[src/rtl/shift_issue_stage.sv]
// Execute-stage wrapper for the RV32I barrel shifter: decodes shift ops, registers
// shifter operands (S1) and captures the shifter result for writeback (S2).
module shift_issue_stage #(
    parameter int unsigned XLEN = 32,
    parameter int unsigned RD_W = 5
) (
    input  logic            clk,
    input  logic            rst,
    input  logic            flush,
    input  logic            in_valid,
    output logic            in_ready,
    input  logic [2:0]      funct3,
    input  logic            funct7_5,
    input  logic            is_imm,
    input  logic [XLEN-1:0] rs1_val,
    input  logic [XLEN-1:0] rs2_val,
    input  logic [4:0]      imm_shamt,
    input  logic [RD_W-1:0] rd,
    output logic [XLEN-1:0] sh_in,
    output logic [4:0]      sh_n,
    output logic            sh_dir,
    output logic            sh_arith,
    input  logic [XLEN-1:0] sh_out,
    output logic            out_valid,
    input  logic            out_ready,
    output logic [XLEN-1:0] out_data,
    output logic [RD_W-1:0] out_rd,
    output logic            err_valid,
    output logic [RD_W-1:0] err_rd
);

    localparam int unsigned SH_W = 5;
    localparam logic [2:0] F3_SLL = 3'b001;
    localparam logic [2:0] F3_SR  = 3'b101;

    logic            s1_valid;
    logic [RD_W-1:0] s1_rd;
    logic            s2_valid;

    logic            dec_legal;
    logic            dec_dir;
    logic            dec_arith;
    logic [SH_W-1:0] dec_shamt;

    logic            s2_adv;
    logic            s1_adv;
    logic            accept;
    logic            accept_legal;
    logic            accept_illegal;
    logic [XLEN-1:0] cap_data;

    // Only the low shamt bits of rs2 participate in the shift.
    logic unused_rs2_hi;
    assign unused_rs2_hi = ^rs2_val[XLEN-1:SH_W];

    // Instruction decode: SLL / SRL / SRA, everything else is illegal.
    always_comb begin
        dec_legal = 1'b0;
        dec_dir   = 1'b0;
        dec_arith = 1'b0;
        case (funct3)
            F3_SLL: dec_legal = !funct7_5;
            F3_SR: begin
                dec_legal = 1'b1;
                dec_dir   = 1'b1;
                dec_arith = funct7_5;
            end
            default: dec_legal = 1'b0;
        endcase
    end

    assign dec_shamt = is_imm ? imm_shamt : rs2_val[SH_W-1:0];

    // Handshake: out_ready ripples combinationally back to in_ready.
    assign s2_adv         = !s2_valid || out_ready;
    assign s1_adv         = !s1_valid || s2_adv;
    assign in_ready       = s1_adv && !flush && !rst;
    assign accept         = in_valid && in_ready;
    assign accept_legal   = accept && dec_legal;
    assign accept_illegal = accept && !dec_legal;

    // Writes to x0 are architecturally discarded, so the result is zeroed.
    assign cap_data  = (s1_rd == RD_W'(0)) ? XLEN'(0) : sh_out;
    assign out_valid = s2_valid;

    always_ff @(posedge clk) begin
        if (rst) begin
            s1_valid  <= 1'b0;
            s1_rd     <= '0;
            sh_in     <= '0;
            sh_n      <= '0;
            sh_dir    <= 1'b0;
            sh_arith  <= 1'b0;
            s2_valid  <= 1'b0;
            out_data  <= '0;
            out_rd    <= '0;
            err_valid <= 1'b0;
            err_rd    <= '0;
        end else if (flush) begin
            s1_valid  <= 1'b0;
            s2_valid  <= 1'b0;
            err_valid <= 1'b0;
        end else begin
            err_valid <= accept_illegal;
            if (accept_illegal) begin
                err_rd <= rd;
            end

            if (s2_adv) begin
                s2_valid <= s1_valid;
                if (s1_valid) begin
                    out_data <= cap_data;
                    out_rd   <= s1_rd;
                end
            end

            if (s1_adv) begin
                s1_valid <= accept_legal;
                if (accept_legal) begin
                    sh_in    <= rs1_val;
                    sh_n     <= dec_shamt;
                    sh_dir   <= dec_dir;
                    sh_arith <= dec_arith;
                    s1_rd    <= rd;
                end
            end
        end
    end

endmodule

[config.mk]
export PLATFORM = sky130hd
export DESIGN_NAME = shift_issue_stage
export DESIGN_NICKNAME = d
export VERILOG_FILES = /design/src/rtl/shift_issue_stage.sv
export SDC_FILE = /design/constraint.sdc
export NUM_CORES = 1
export LEC_CHECK = 0
export CAP_MARGIN = 0
export CORE_MARGIN = 5
export CORE_UTILIZATION = 35
export CTS_BUF_LIST = sky130_fd_sc_hd__clkbuf_8
export DETAILED_ROUTE_END_ITERATION = 6
export GPL_ROUTABILITY_DRIVEN = 1
export PLACE_DENSITY = 0.79
export SLEW_MARGIN = 25
export SYNTH_ARGS = -nofsm -noshare
export SYNTH_HDL_FRONTEND = slang
export SYNTH_SLANG_ARGS = --single-unit
[constraint.sdc]
create_clock -name clk -period 1.4 [get_ports clk]
set_input_delay 0.28 -clock clk [delete_from_list [all_inputs] [get_ports clk]]
set_output_delay 0.28 -clock clk [all_outputs]
set_load 0.01 [all_outputs]
-- After elaboration in Yosys (flattened, before gate mapping)
Cells that the tools add are included.
- bits in registers: 89
- input bits: 116
- output and inout bits: 84
- logic and storage cells: 37
- equality and inequality tests: 2
- multiplexer cells: 5
- bitwise operators: 1
- reduce and logical (&&, ||, !) cells: 18
- operators by type and width (operator ; count):
    $mux W32 ; 1
    $logic_not A1 Y1 ; 6
    $reduce_and A3 Y1 ; 2
    $logic_and A1 B1 Y1 ; 5
    $logic_not A5 Y1 ; 1
    $mux W5 ; 1
    $eq A3 B1 Y1 const B ; 1
    $eq A3 B3 Y1 const B ; 1
    $logic_or A1 B1 Y1 ; 2
    $mux W1 ; 2
    $pmux W1 S2 ; 1
    $reduce_and A2 Y1 ; 1
    $reduce_or A2 Y1 ; 1
    $not A1 Y1 ; 1

-- Longest topological paths before layout
- depth after elaboration: 8
- gate-level depth with buffers: 7
- depth with buffers taken out: 4

-- Worst setup path before layout
No wires, ideal clock.
- kind: register to register
- start point: register s2_valid, in the netlist out_valid
- end point: register out_data[10]
- setup time: 132 ps
- arrival time: 1324 ps
- data required time: 1268 ps
- slack: -56 ps
- stages on the path, launching flop included: 7
- buffers on the path: 2
- clock period less this slack: 1456 ps
- cell sequence: dfxtp_1 -> nor2b_4 -> or3b_2 -> buf_2 -> buf_2 -> nand2_1 -> a21oi_1
- cells in the longest elaborated chain, start to end: 3
- ends and longest elaborated chain (element ; RTL line ; source):
    start, declared ; 38 ; logic s2_valid;
    start signal, assigned ; 110 ; s2_valid <= s1_valid;
    $logic_not A1 Y1 ; 75 ; assign s2_adv = !s2_valid || out_ready;
    $logic_or A1 B1 Y1 ; 75 ;
    $reduce_and A3 Y1 (no line) ; -- ;
    end signal, assigned ; 112 ; out_data <= cap_data;
    end, declared ; 26 ; output logic [XLEN-1:0] out_data,
No other way between the ends.
A chain may end at the register's enable or synchronous reset.

-- Final worst setup path
- start point: register s2_valid, in the netlist out_valid
- end point: register sh_in[19]
- cells in the longest elaborated chain, start to end: 8
- ends and longest elaborated chain (element ; RTL line ; source):
    $logic_not A1 Y1 (*) ; 75 ;
    $logic_or A1 B1 Y1 (*) ; 75 ;
    $logic_or A1 B1 Y1 (*) ; 76 ; assign s1_adv = !s1_valid || s2_adv;
    $logic_and A1 B1 Y1 (2 in series) ; 77 ; assign in_ready = s1_adv && !flush && !rst;
    $logic_and A1 B1 Y1 ; 78 ; assign accept = in_valid && in_ready;
    $logic_and A1 B1 Y1 ; 79 ; assign accept_legal = accept && dec_legal;
    $reduce_and A3 Y1 (no line) (*) ; -- ;
    end signal, assigned ; 120 ; sh_in <= rs1_val;
    end, declared ; 19 ; output logic [XLEN-1:0] sh_in,
Every way passes the cells marked *; elsewhere a longest branch is shown, timed or not.

==> impl_metrics.sql <==
INSERT INTO impl_metrics (metric_group, metric, value, unit) VALUES
('pwr', 'total_leakage_power', '2.69', 'nW'),
('final_layout', 'area_growth', '89.2', '%'),
('logic_synthesis', 'synth_area_leaders', 'dfxtp_1, nand2_1, a21oi_1', ''),
('final_layout', 'share_of_final_layout_standard_cells_stronger_than_drive_strength_1', '0.298', ''),
('final_layout', 'filler_cell_count_in_the_final_layout', '749', ''),
('clocking', 'tritoncts_num_sinks', '89', ''),
('logic_synthesis', 'synthCells', '393', ''),
('routing', 'violation_count_after_the_first_detailed_route_iteration', '79', ''),
('routing', 'drt_pass1_iterations', '4', ''),
('die', 'initial_core_util', '0.359', ''),
('clocking', 'clock_latency_on_the_worst_skew_pair', '0.34', 'ns'),
('logic_synthesis', 'synthesis.yosys.warnings', '0', ''),
('pwr', 'power.density_cell_area', '787', 'nW/um^2'),
('die', 'core_region_area', '9200', 'sq um'),
('logic_synthesis', 'synth_seq_area_share', '0.540', ''),
('final_layout', 'nNetsFinal', '702', ''),
('global_routing', 'grt_pass1_vias', '3628', ''),
('logic_synthesis', 'post_synth_num_cell_types', '27', ''),
('critical_path', 'startpoint_type', 'flip-flop', ''),
('routing', 'final_antenna_net_count', '0', ''),
('die', 'design.die.area', '11500', 'sq um'),
('critical_path', 'crit_path_end_kind', 'flip-flop', ''),
('final_layout', 'diodes', '0', ''),
('final_layout', 'finalInstanceArea', '6240', 'sq um'),
('placement', 'buffers_on_ports', '172', ''),
('clocking', 'cts_buffer_depth', '2', ''),
('routing', 'wl_per_cell', '17.1', 'um'),
('global_routing', 'globalRouteOverflowTotal', '0', ''),
('hold_path', 'worst_hold_path_type', 'input pin to flip-flop', ''),
('clocking', 'h-tree-depth', '3', ''),
('routing', 'vias_per_cell', '4.98', ''),
('routing', 'drc_violations', '0', ''),
('logic_synthesis', 'synth_edf_count', '0', ''),
('timing', 'timing.fmax', '0.683', 'GHz'),
('global_routing', 'grt_first_pass_wirelength', '17.7', 'mm'),
('routing', 'postRouteWirelength', '12.0', 'mm'),
('timing', 'finalMaxSlewViolations', '0', ''),
('die', 'die_width', '107', 'um'),
('clocking', 'tritoncts', 'done', ''),
('logic_synthesis', 'synthTopCellsByCount', 'nand2_1, dfxtp_1, a21oi_1', ''),
('timing', 'worst_setup_skew_after_layout', '0.0133', 'ns'),
('logic_synthesis', 'synth_largest_area_cell', 'dfxtp_1', ''),
('placement', 'routabilityCongestion', '0.758', ''),
('die', 'design.portCount', '200', ''),
('run_status', 'outcome', 'finished, violations left', ''),
('timing', 'worst_slew_pin_slew', '0.478', 'ns'),
('timing', 'final-setup-viol-count', '44', ''),
('pwr', 'worst_ir_drop_vdd', '0.596', 'mV'),
('run', 'cap_violations', '0', ''),
('timing', 'holdWs', '0.401', 'ns'),
('logic_synthesis', 'synth.avg_cell_area', '8.39', 'sq um'),
('timing', 'final_hold_viol_count', '0', ''),
('logic_synthesis', 'register_bit_count_reported_by_yosys', '89', ''),
('global_routing', 'maximum_number_of_pins_on_one_net_before_global_route_repair', '63', ''),
('logic_synthesis', 'syn_nets', '509', ''),
('global_routing', 'antenna_found_initial', '0', ''),
('placement', 'dp_hpwl', '7.27', 'mm'),
('critical_path', 'timing.critical_path.arrival', '1.75', 'ns'),
('timing', 'max_slew_margin', '0.681', ''),
('global_routing', 'groute.usage.overall', '0.192', ''),
('critical_path', 'required', '1.68', 'ns'),
('clocking', 'clkTransAtPathRegs', '0.09', 'ns'),
('timing', 'rsz0062_at_grt', 'true', ''),
('clocking', 'clk_root_buffer_cell', 'clkbuf_8', ''),
('timing', 'timing.final.crit_share', '1.05', ''),
('placement', 'place_area', '5160', 'sq um'),
('logic_synthesis', 'post-synth-top-count-cell', 'nand2_1', ''),
('run_status', 'failed_checks', 'setup timing', ''),
('critical_path', 'critical_path_class', 'flip-flop to flip-flop', ''),
('logic_synthesis', 'post_synth_instance_area', '3300', 'sq um'),
('timing', 'final.setup.worst_slack', '-0.0641', 'ns'),
('die', 'die_h', '107', 'um'),
('timing', 'post-route-min-period', '1.46', 'ns'),
('critical_path', 'cp_max_fo', '7', ''),
('clocking', 'cts_buffer_count', '9', ''),
('logic_synthesis', 'synth_top_cell_area_share', '0.540', ''),
('routing', 'vias', '3493', ''),
('die', 'std_cell_rows', '35', ''),
('logic_synthesis', 'synth_flop_cell', 'dfxtp_1', ''),
('logic_synthesis', 'asyncSetResetFlopFracSynth', '0', '');
cells in the final DEF, fill, tap and decap left out, types with 2 or more instances in the layout:
cell,count
dfxtp_1,87
dlygate4sd2_1,86
clkdlybuf4s50_1,84
nand2_1,83
a21oi_2,56
nand2_4,24
a21oi_1,18
nand3_1,16
buf_4,14
nor2_1,12
nand3_2,12
nand2_2,11
mux2i_1,10
clkbuf_8,10
buf_6,7
buf_12,7
buf_16,6
nand3_4,4
nand2b_1,3
a211oi_2,3
a211oi_1,3
inv_1,3
clkbuf_16,3
buf_8,3
nor3b_4,2
nand4_1,2
nor3_1,2
clkinv_4,2
buf_2,2
dfxtp_2,2
sequential cells by signal, summed over array words and instances (netlist names):
signal / flops
sh_dir: 1
out_valid: 1
out_rd: 5
sh_n: 5
out_data: 32
err_rd: 5
sh_arith: 1
s1_valid: 1
s1_rd: 5
err_valid: 1
sh_in: 32
kinds of logic after synthesis:
family,count (synthesis),synth area share
and+or+nand+nor,178,0.236
DFF,89,0.540
AOI/OAI and AO/OA,84,0.136
buffers and inverters,32,0.0577
muxes,10,0.0304
final timing paths:
kind                                      to    startpoint  depth (start not counted)  slack, ns
worst min register to register  out_data[18]  out_data[18]                          2       0.45
worst max register to register     sh_in[19]     out_valid                          7      -0.06
worst min-delay path               out_valid           rst                          4       0.40
worst max-delay path               sh_in[19]     out_valid                          7      -0.06
where the power goes:
part / total (mW) / internal, mW / switching, mW
sequential: 2.56 / 2.55 / 0.0103
clock: 1.80 / 0.881 / 0.921
combinational: 0.552 / 0.316 / 0.236
area by class of cell:
| cell class | instances | area (sq um) | share of cell area |
|---|---|---|---|
| Sequential cell | 89 | 1780 | 0.286 |
| Timing Repair Buffer | 212 | 2210 | 0.355 |
| Inverter | 2 | 7.51 | 0.00120 |
| Clock inverter | 6 | 67.6 | 0.0108 |
| Multi-Input combinational cell | 272 | 1890 | 0.303 |
| Clock buffer | 10 | 138 | 0.0221 |
| Tap cell | 111 | 139 | 0.0223 |
layer usage:
metal  GRT usage  wire length (um)
met5           0                 0
met2       0.373              6480
met1       0.200              4630
met3      0.0656               798
met4      0.0338                89
worst max-delay path, cell delays in order, from the launching register on:
cell and delay [ns]:
dfxtp_2 0.33, nand3b_1 0.14, buf_6 0.14, and4_4 0.25, buf_12 0.17, clkbuf_16 0.19, nand2_4 0.05, a21oi_2 0.12
metrics by stage:
| stage | std cells | util | setup TNS (ns) | power [mW] | setup WS [ns] |
|---|---|---|---|---|---|
| 2_1_floorplan | 393 | - | -0.565 | 2.75 | -0.0188 |
| 3_5_place_dp | 663 | 0.561 | -40.05 | 3.08 | -0.573 |
| 3_3_place_gp | 663 | 0.561 | -37.61 | 3.07 | -0.540 |
| 4_1_cts | 694 | 0.624 | -1.40 | 4.90 | -0.0717 |
| 5_1_grt | 702 | 0.679 | -4.87 | 5.12 | -0.109 |
| 6_report | 702 | 0.679 | -1.25 | 4.91 | -0.0641 |
repair_timing:
item,4_1_cts,5_1_grt
resized for setup,148,105
buffers inserted,9,5
pin swaps,41,55
cloned,7,4
hold buffers,0,0
setup endpoints to repair,168,84
Note: power is estimated with default switching activity, not from simulation.
